## config.mk

```make
export PLATFORM = sky130hd
export DESIGN_NAME = writeback_top_flat
export DESIGN_NICKNAME = d
export VERILOG_FILES = /design/src/rtl/writeback_top_if.sv /design/src/rtl/writeback_top.sv /design/src/flat_wrapper.sv
export SDC_FILE = /design/constraint.sdc
export NUM_CORES = 1
export LEC_CHECK = 0
export CAP_MARGIN = 20
export CORE_AREA = 2 2 174 176
export CTS_CLUSTER_DIAMETER = 200
export DETAILED_ROUTE_END_ITERATION = 12
export DIE_AREA = 0 0 176 178
export PLACE_DENSITY = 0.8
export SLEW_MARGIN = 20
export SYNTH_ARGS = -nofsm -noshare
export SYNTH_HDL_FRONTEND = slang
export SYNTH_SLANG_ARGS = --single-unit
```

## constraint.sdc

```tcl
create_clock -name clk -period 3 [get_ports clk]
set_input_delay 0.6 -clock clk [delete_from_list [all_inputs] [get_ports clk]]
set_output_delay 0.6 -clock clk [all_outputs]
set_load 0.02 [all_outputs]
```

## src/rtl/writeback_top_if.sv

```systemverilog
// Execute -> writeback handshake bundle.
// The execute stage drives the op fields and wb_valid through the master modport.
// Writeback returns wb_ready through the slave modport.
interface writeback_top_if #(
    parameter int unsigned ADDR_W = 32,
    parameter int unsigned DATA_W = 64
);
    logic              wb_valid;
    logic              wb_ready;
    logic [ADDR_W-1:0] wb_dest_address;
    logic [31:0]       wb_dest_reg;
    logic [DATA_W-1:0] wb_result;
    logic [2:0]        wb_opsize;
    logic              wb_op_a_is_address;
    logic              wb_op_a_is_segment;
    logic              wb_op_a_is_mmx;
    logic              wb_op_a_is_reg;
    logic              wb_jump_load_address;
    logic              wb_br_misprediction;
    logic [ADDR_W-1:0] wb_jump_address;
    logic [5:0]        wb_eflags;

    modport master (
        output wb_valid, wb_dest_address, wb_dest_reg, wb_result, wb_opsize,
               wb_op_a_is_address, wb_op_a_is_segment, wb_op_a_is_mmx, wb_op_a_is_reg,
               wb_jump_load_address, wb_br_misprediction, wb_jump_address, wb_eflags,
        input  wb_ready
    );

    modport slave (
        input  wb_valid, wb_dest_address, wb_dest_reg, wb_result, wb_opsize,
               wb_op_a_is_address, wb_op_a_is_segment, wb_op_a_is_mmx, wb_op_a_is_reg,
               wb_jump_load_address, wb_br_misprediction, wb_jump_address, wb_eflags,
        output wb_ready
    );
endinterface

```

## src/rtl/writeback_top.sv

```systemverilog
// Writeback stage: consumer end of the execute->writeback handshake.
// Commits GPR/segment/MMX writes, memory stores (64-bit stores split into two
// 32-bit writes), frontend redirects and architectural flags.
// Optional feature macro: WB_RETIRE_CNT_EN enables the retired-op counter;
// without it retired_count is tied to zero.
module writeback_top #(
    parameter int unsigned ADDR_W = 32,
    parameter int unsigned DATA_W = 64
) (
    input  logic              clk,
    input  logic              reset,
    input  logic              flush,
    writeback_top_if.slave    wb,
    output logic              rf_we,
    output logic [2:0]        rf_wreg,
    output logic [2:0]        rf_wsize,
    output logic [31:0]       rf_wdata,
    output logic              seg_we,
    output logic [2:0]        seg_wreg,
    output logic [15:0]       seg_wdata,
    output logic              mmx_we,
    output logic [2:0]        mmx_wreg,
    output logic [DATA_W-1:0] mmx_wdata,
    output logic              mem_req,
    output logic [ADDR_W-1:0] mem_addr,
    output logic [1:0]        mem_size,
    output logic [31:0]       mem_wdata,
    input  logic              mem_ack,
    output logic              fe_redirect,
    output logic [ADDR_W-1:0] fe_redirect_addr,
    output logic [5:0]        eflags_arch,
    output logic [31:0]       retired_count
);

    typedef enum logic [1:0] {
        ST_IDLE   = 2'b00,
        ST_MEM_LO = 2'b01,
        ST_MEM_HI = 2'b10
    } state_t;

    state_t            state_q;
    state_t            state_d;
    logic              accept;
    logic              sel_mem;
    logic              sel_seg;
    logic              sel_mmx;
    logic              sel_reg;
    logic              redirect;
    logic              store_done;
    logic [1:0]        size_map;
    logic [ADDR_W-1:0] st_addr;
    logic [DATA_W-1:0] st_data;
    logic [1:0]        st_size;
    logic              st_is64;
    logic              unused_bits;

    assign wb.wb_ready = (state_q == ST_IDLE);
    assign accept      = wb.wb_valid & wb.wb_ready & ~flush;
    assign redirect    = wb.wb_jump_load_address | wb.wb_br_misprediction;

    // Destination priority: address > segment > mmx > reg
    assign sel_mem = wb.wb_op_a_is_address;
    assign sel_seg = ~wb.wb_op_a_is_address & wb.wb_op_a_is_segment;
    assign sel_mmx = ~wb.wb_op_a_is_address & ~wb.wb_op_a_is_segment & wb.wb_op_a_is_mmx;
    assign sel_reg = ~wb.wb_op_a_is_address & ~wb.wb_op_a_is_segment & ~wb.wb_op_a_is_mmx
                   & wb.wb_op_a_is_reg;

    assign unused_bits = ^{wb.wb_dest_reg[31:3], store_done};

    // Translate the op size encoding into the store port size code
    always_comb begin
        size_map = 2'b10;
        case (wb.wb_opsize)
            3'b001:  size_map = 2'b00;
            3'b010:  size_map = 2'b01;
            default: size_map = 2'b10;
        endcase
    end

    // Store FSM state register
    always_ff @(posedge clk or negedge reset) begin
        if (!reset) state_q <= ST_IDLE;
        else        state_q <= state_d;
    end

    // Store FSM next state; store_done marks the final ack of a store
    always_comb begin
        state_d    = state_q;
        store_done = 1'b0;
        case (state_q)
            ST_IDLE: begin
                if (accept && sel_mem) state_d = ST_MEM_LO;
            end
            ST_MEM_LO: begin
                if (mem_ack) begin
                    if (st_is64) begin
                        state_d = ST_MEM_HI;
                    end else begin
                        state_d    = ST_IDLE;
                        store_done = 1'b1;
                    end
                end
            end
            ST_MEM_HI: begin
                if (mem_ack) begin
                    state_d    = ST_IDLE;
                    store_done = 1'b1;
                end
            end
            default: state_d = ST_IDLE;
        endcase
    end

    // Store port request flop, high while the FSM is in a memory state
    always_ff @(posedge clk or negedge reset) begin
        if (!reset) mem_req <= 1'b0;
        else        mem_req <= (state_d != ST_IDLE);
    end

    // Store port address/data/size decoded from the latched store and current half
    always_comb begin
        mem_addr  = '0;
        mem_wdata = '0;
        mem_size  = '0;
        case (state_q)
            ST_MEM_LO: begin
                mem_addr  = st_addr;
                mem_wdata = st_data[31:0];
                mem_size  = st_size;
            end
            ST_MEM_HI: begin
                mem_addr  = st_addr + ADDR_W'(4);
                mem_wdata = st_data[63:32];
                mem_size  = 2'b10;
            end
            default: ;
        endcase
    end

    // Latch the store operands when a memory op is accepted
    always_ff @(posedge clk or negedge reset) begin
        if (!reset) begin
            st_addr <= '0;
            st_data <= '0;
            st_size <= '0;
            st_is64 <= 1'b0;
        end else if (accept && sel_mem) begin
            st_addr <= wb.wb_dest_address;
            st_data <= wb.wb_result;
            st_size <= size_map;
            st_is64 <= (wb.wb_opsize == 3'b111);
        end
    end

    // Register-class writes, redirect pulse and flag commit, one cycle after accept
    always_ff @(posedge clk or negedge reset) begin
        if (!reset) begin
            rf_we            <= 1'b0;
            rf_wreg          <= '0;
            rf_wsize         <= '0;
            rf_wdata         <= '0;
            seg_we           <= 1'b0;
            seg_wreg         <= '0;
            seg_wdata        <= '0;
            mmx_we           <= 1'b0;
            mmx_wreg         <= '0;
            mmx_wdata        <= '0;
            fe_redirect      <= 1'b0;
            fe_redirect_addr <= '0;
            eflags_arch      <= '0;
        end else begin
            rf_we       <= accept & sel_reg;
            seg_we      <= accept & sel_seg;
            mmx_we      <= accept & sel_mmx;
            fe_redirect <= accept & redirect;
            if (accept && sel_reg) begin
                rf_wreg  <= wb.wb_dest_reg[2:0];
                rf_wsize <= wb.wb_opsize;
                rf_wdata <= wb.wb_result[31:0];
            end
            if (accept && sel_seg) begin
                seg_wreg  <= wb.wb_dest_reg[2:0];
                seg_wdata <= wb.wb_result[15:0];
            end
            if (accept && sel_mmx) begin
                mmx_wreg  <= wb.wb_dest_reg[2:0];
                mmx_wdata <= wb.wb_result;
            end
            if (accept && redirect) fe_redirect_addr <= wb.wb_jump_address;
            if (accept)             eflags_arch      <= wb.wb_eflags;
        end
    end

`ifdef WB_RETIRE_CNT_EN
    logic [31:0] retired_q;

    // Retired-op counter: non-store ops retire at accept, stores at their final ack
    always_ff @(posedge clk or negedge reset) begin
        if (!reset)                                  retired_q <= '0;
        else if ((accept && !sel_mem) || store_done) retired_q <= retired_q + 32'd1;
    end

    assign retired_count = retired_q;
`else
    assign retired_count = '0;
`endif

endmodule

```

## src/flat_wrapper.sv

```systemverilog
// flat-port wrapper written by rule: the top's interface ports become plain ports
module writeback_top_flat 
#(
    parameter int unsigned ADDR_W = 32,
    parameter int unsigned DATA_W = 64
)
  (clk, reset, flush, rf_we, rf_wreg, rf_wsize, rf_wdata, seg_we, seg_wreg, seg_wdata, mmx_we, mmx_wreg, mmx_wdata, mem_req, mem_addr, mem_size, mem_wdata, mem_ack, fe_redirect, fe_redirect_addr, eflags_arch, retired_count, wb_wb_valid, wb_wb_dest_address, wb_wb_dest_reg, wb_wb_result, wb_wb_opsize, wb_wb_op_a_is_address, wb_wb_op_a_is_segment, wb_wb_op_a_is_mmx, wb_wb_op_a_is_reg, wb_wb_jump_load_address, wb_wb_br_misprediction, wb_wb_jump_address, wb_wb_eflags, wb_wb_ready);
  writeback_top_if #(.ADDR_W(ADDR_W), .DATA_W(DATA_W)) wb_i ();
  input  logic clk;
  input  logic reset;
  input  logic flush;
  output logic rf_we;
  output logic [2:0] rf_wreg;
  output logic [2:0] rf_wsize;
  output logic [31:0] rf_wdata;
  output logic seg_we;
  output logic [2:0] seg_wreg;
  output logic [15:0] seg_wdata;
  output logic mmx_we;
  output logic [2:0] mmx_wreg;
  output logic [DATA_W-1:0] mmx_wdata;
  output logic mem_req;
  output logic [ADDR_W-1:0] mem_addr;
  output logic [1:0] mem_size;
  output logic [31:0] mem_wdata;
  input  logic mem_ack;
  output logic fe_redirect;
  output logic [ADDR_W-1:0] fe_redirect_addr;
  output logic [5:0] eflags_arch;
  output logic [31:0] retired_count;
  input wire logic [$bits(wb_i.wb_valid)-1:0] wb_wb_valid;
  input wire logic [$bits(wb_i.wb_dest_address)-1:0] wb_wb_dest_address;
  input wire logic [$bits(wb_i.wb_dest_reg)-1:0] wb_wb_dest_reg;
  input wire logic [$bits(wb_i.wb_result)-1:0] wb_wb_result;
  input wire logic [$bits(wb_i.wb_opsize)-1:0] wb_wb_opsize;
  input wire logic [$bits(wb_i.wb_op_a_is_address)-1:0] wb_wb_op_a_is_address;
  input wire logic [$bits(wb_i.wb_op_a_is_segment)-1:0] wb_wb_op_a_is_segment;
  input wire logic [$bits(wb_i.wb_op_a_is_mmx)-1:0] wb_wb_op_a_is_mmx;
  input wire logic [$bits(wb_i.wb_op_a_is_reg)-1:0] wb_wb_op_a_is_reg;
  input wire logic [$bits(wb_i.wb_jump_load_address)-1:0] wb_wb_jump_load_address;
  input wire logic [$bits(wb_i.wb_br_misprediction)-1:0] wb_wb_br_misprediction;
  input wire logic [$bits(wb_i.wb_jump_address)-1:0] wb_wb_jump_address;
  input wire logic [$bits(wb_i.wb_eflags)-1:0] wb_wb_eflags;
  output wire logic [$bits(wb_i.wb_ready)-1:0] wb_wb_ready;
  assign wb_i.wb_valid = wb_wb_valid;
  assign wb_i.wb_dest_address = wb_wb_dest_address;
  assign wb_i.wb_dest_reg = wb_wb_dest_reg;
  assign wb_i.wb_result = wb_wb_result;
  assign wb_i.wb_opsize = wb_wb_opsize;
  assign wb_i.wb_op_a_is_address = wb_wb_op_a_is_address;
  assign wb_i.wb_op_a_is_segment = wb_wb_op_a_is_segment;
  assign wb_i.wb_op_a_is_mmx = wb_wb_op_a_is_mmx;
  assign wb_i.wb_op_a_is_reg = wb_wb_op_a_is_reg;
  assign wb_i.wb_jump_load_address = wb_wb_jump_load_address;
  assign wb_i.wb_br_misprediction = wb_wb_br_misprediction;
  assign wb_i.wb_jump_address = wb_wb_jump_address;
  assign wb_i.wb_eflags = wb_wb_eflags;
  assign wb_wb_ready = wb_i.wb_ready;
  writeback_top #(.ADDR_W(ADDR_W), .DATA_W(DATA_W)) u_core (.clk(clk), .reset(reset), .flush(flush), .wb(wb_i), .rf_we(rf_we), .rf_wreg(rf_wreg), .rf_wsize(rf_wsize), .rf_wdata(rf_wdata), .seg_we(seg_we), .seg_wreg(seg_wreg), .seg_wdata(seg_wdata), .mmx_we(mmx_we), .mmx_wreg(mmx_wreg), .mmx_wdata(mmx_wdata), .mem_req(mem_req), .mem_addr(mem_addr), .mem_size(mem_size), .mem_wdata(mem_wdata), .mem_ack(mem_ack), .fe_redirect(fe_redirect), .fe_redirect_addr(fe_redirect_addr), .eflags_arch(eflags_arch), .retired_count(retired_count));
endmodule
```

==> reports/results.txt <==
status - completed
most frequent cells in the layout - 317 x clkdlybuf4s50_1, 265 x dfrtp_1, 244 x mux2_2
core area - 0.0294 mm^2
Power Dens Cells - 996 mW/mm^2
Slew HR - 62.9%
initial antenna violation count - 0
share of layout cells above drive strength 1 - 34.4%
final std cells w/o fill - 1685
vias in the first global route - 8954
endpoints failing setup - 0
Arr. time, crit path - 2370 ps
CP max stage cell - dfrtp_1
first-pass GRT wire length - 50500 um
largest net degree at the start of global routing - 98
Post-Place Worst Slack - 54.0 ps
drt drc - 0
type of the worst min-delay path - input port to async pin
die width - 176 um
total iterations of the first detailed-routing run - 7
Post-DRT Antenna Nets - 0
root buffer cell - clkbuf_16
clk_skew - 8.84 ps
row count - 63
unrepaired setup endpoints after global routing - true
Slowest Stage Delay on Critical Path - 390 ps
CP Data Required Time - 2400 ps
Yosys cell types - 60
share of synthesized registers carrying an async set or reset - 100%
drt initial violations - 452
Vias - 8582
gpl congestion - 0.843
CTS tree - built
H-tree levels - 1
Seq cells post-synth - 268
Worst setup SP type - flop
hold_ws - 468 ps
critical path's top delay family - buffers and inverters
Setup WS post-layout - 27.3 ps
Tot Pwr - 17.1 mW
synth-to-layout area growth - 46.8%
final net count - 1459
Clock Sinks - 268
fin. max-slew vios - 0
hpwl dp - 23800 um
Post-Syn Area per Cell - 13.7 um^2
Setup TNS - 0 ps
most used cell, CP - buf_6
Routed wire per std cell - 20.0 um
critical-path cell list - inv_2, ha_4, buf_6, and2_4, buf_12, nand2_1, a31o_2, o311ai_4, buf_6
# diodes - 0
Initial Utilization - 39.8%
Worst Setup End Kind - output port
register area share after synthesis - 57.3%
Top Ports - 446
min cycle time layout - 2970 ps
crit share post-route - 99.1%
placed cell count - 1617
most common cell after layout, fill and taps aside - clkdlybuf4s50_1
CTS Buf Count - 29
Longest Clk Path Bufs - 3
ys flop type - dfrtp_1
EDFF count, synth - 0
die area - 0.0313 mm^2
# port buffers - 384
kind of critical path - flop to output port
Fin. Hold Viols - 0
Max Freq - 336 MHz
Worst-path clk slew - 60 ps
max cap viols - 0
clock latency on the worst-skew pair - 560 ps
total wire length - 33600 um
WP buf/inv - 4
gr ovfl total - 0
vias per std cell - 5.09
synthesized area - 0.0117 mm^2
Mapped Cells - 855
total number of yosys warnings - 0
worst slew pin tran - 557 ps
critical path peak fanout - 6
die height - 178 um
total global routing track utilization - 20.6%
maximum vdd drop - 753 uV
P_leak - 7.59 nW
per-layer routing:
| layer | wire length (um) | track usage (%) | vias up |
|---|---|---|---|
| met5 | 0 | 0 | - |
| met3 | 2460 | 5.12 | 75 |
| met4 | 1340 | 7.20 | 0 |
| met2 | 16700 | 35.5 | 359 |
| met1 | 13100 | 25.2 | 4275 |
| li1 | - | - | 3873 |
synth_stat cells (3+ instances only):
cell type	number	area, um^2
dfrtp_1	268	6710
mux2_2	244	2750
nand2_1	42	158
buf_4	37	278
a22o_1	34	298
buf_2	23	115
clkbuf_1	19	71.3
o21ai_0	18	90.1
nor2_1	16	60.1
mux2_1	15	169
nand3_1	14	70.1
inv_1	11	41.3
nand4_1	9	56.3
and2_1	8	50.1
a31o_2	7	61.3
nor3_1	7	35.0
nor4_1	7	43.8
a21oi_1	6	30.0
and3_1	6	37.5
a41oi_1	5	43.8
ha_1	5	62.6
a31oi_1	3	18.8
o21a_1	3	22.5
o41ai_1	3	26.3
report_power, final:
group	internal [mW]	switching [mW]	total (mW)	leakage (nW)
Combinational	3.78	3.51	7.29	3.85
Sequential	5.27	1.08	6.34	3.28
Clock	2.02	1.45	3.47	0.463
Total	11.1	6.03	17.1	7.59
area by class of cell:
class,instances,area (um^2)
fillers,2356,12200
inverters,11,41.3
well taps,390,488
clock buffers,46,890
flip-flops and latches,268,6710
multi-input cells,527,4740
clock inverters,6,47.5
repair buffers,437,4260
logic make-up (layout without fill, tap and decap cells):
kind of cell               after synthesis  after routing  synth area share [%]
AOI/OAI and AO/OA                       99             99                  6.52
xor gates and xnor gates                 1              1                0.0749
adders and majority gates                5              5                 0.535
buffers and inverters                   91            500                  4.35
DFF                                    268            268                  57.3
muxes                                  260            260                  25.0
other                                    1             32                0.0321
and+or+nand+nor                        130            130                  6.15
worst paths after layout:
kind	start	to	slack, ps	depth (start not counted)
max	u_core.state_q[1]	mem_addr[23]	30	9
min	reset	u_core.rf_wdata[13]	470	2
max reg2reg	u_core.state_q[1]	u_core.rf_wdata[11]	840	7
min reg2reg	u_core.st_size[1]	u_core.st_size[1]	480	2
max in group asynchronous	reset	u_core.st_addr[12]	1720	3
min in group clk	u_core.st_size[1]	u_core.st_size[1]	480	2
through the flow:
stage / cell area, um^2 / util, %
6_report: 17200 / 58.4
5_1_grt: 17200 / 58.4
4_1_cts: 17000 / 57.9
3_5_place_dp: 16100 / 54.8
3_3_place_gp: 16100 / 54.8
2_1_floorplan: 11800 / -
flip-flops by register name, summed over array words and instances (netlist names), 2 cells and up:
name,cells
u_core.mmx_wdata,64
u_core.st_data,64
u_core.fe_redirect_addr,32
u_core.rf_wdata,32
u_core.st_addr,32
u_core.seg_wdata,16
u_core.eflags_arch,6
u_core.mmx_wreg,3
u_core.rf_wreg,3
u_core.rf_wsize,3
u_core.seg_wreg,3
u_core.st_size,2
u_core.state_q,2
repair_timing:
action	CTS	global route
cloned	0	3
setup endpoints to repair	66	40
setup buffers	7	5
pin swaps	2	5
resized for setup	226	60
hold endpoints to repair	15	0
hold buffers	1	0
Power figures use the tool's default switching activity.
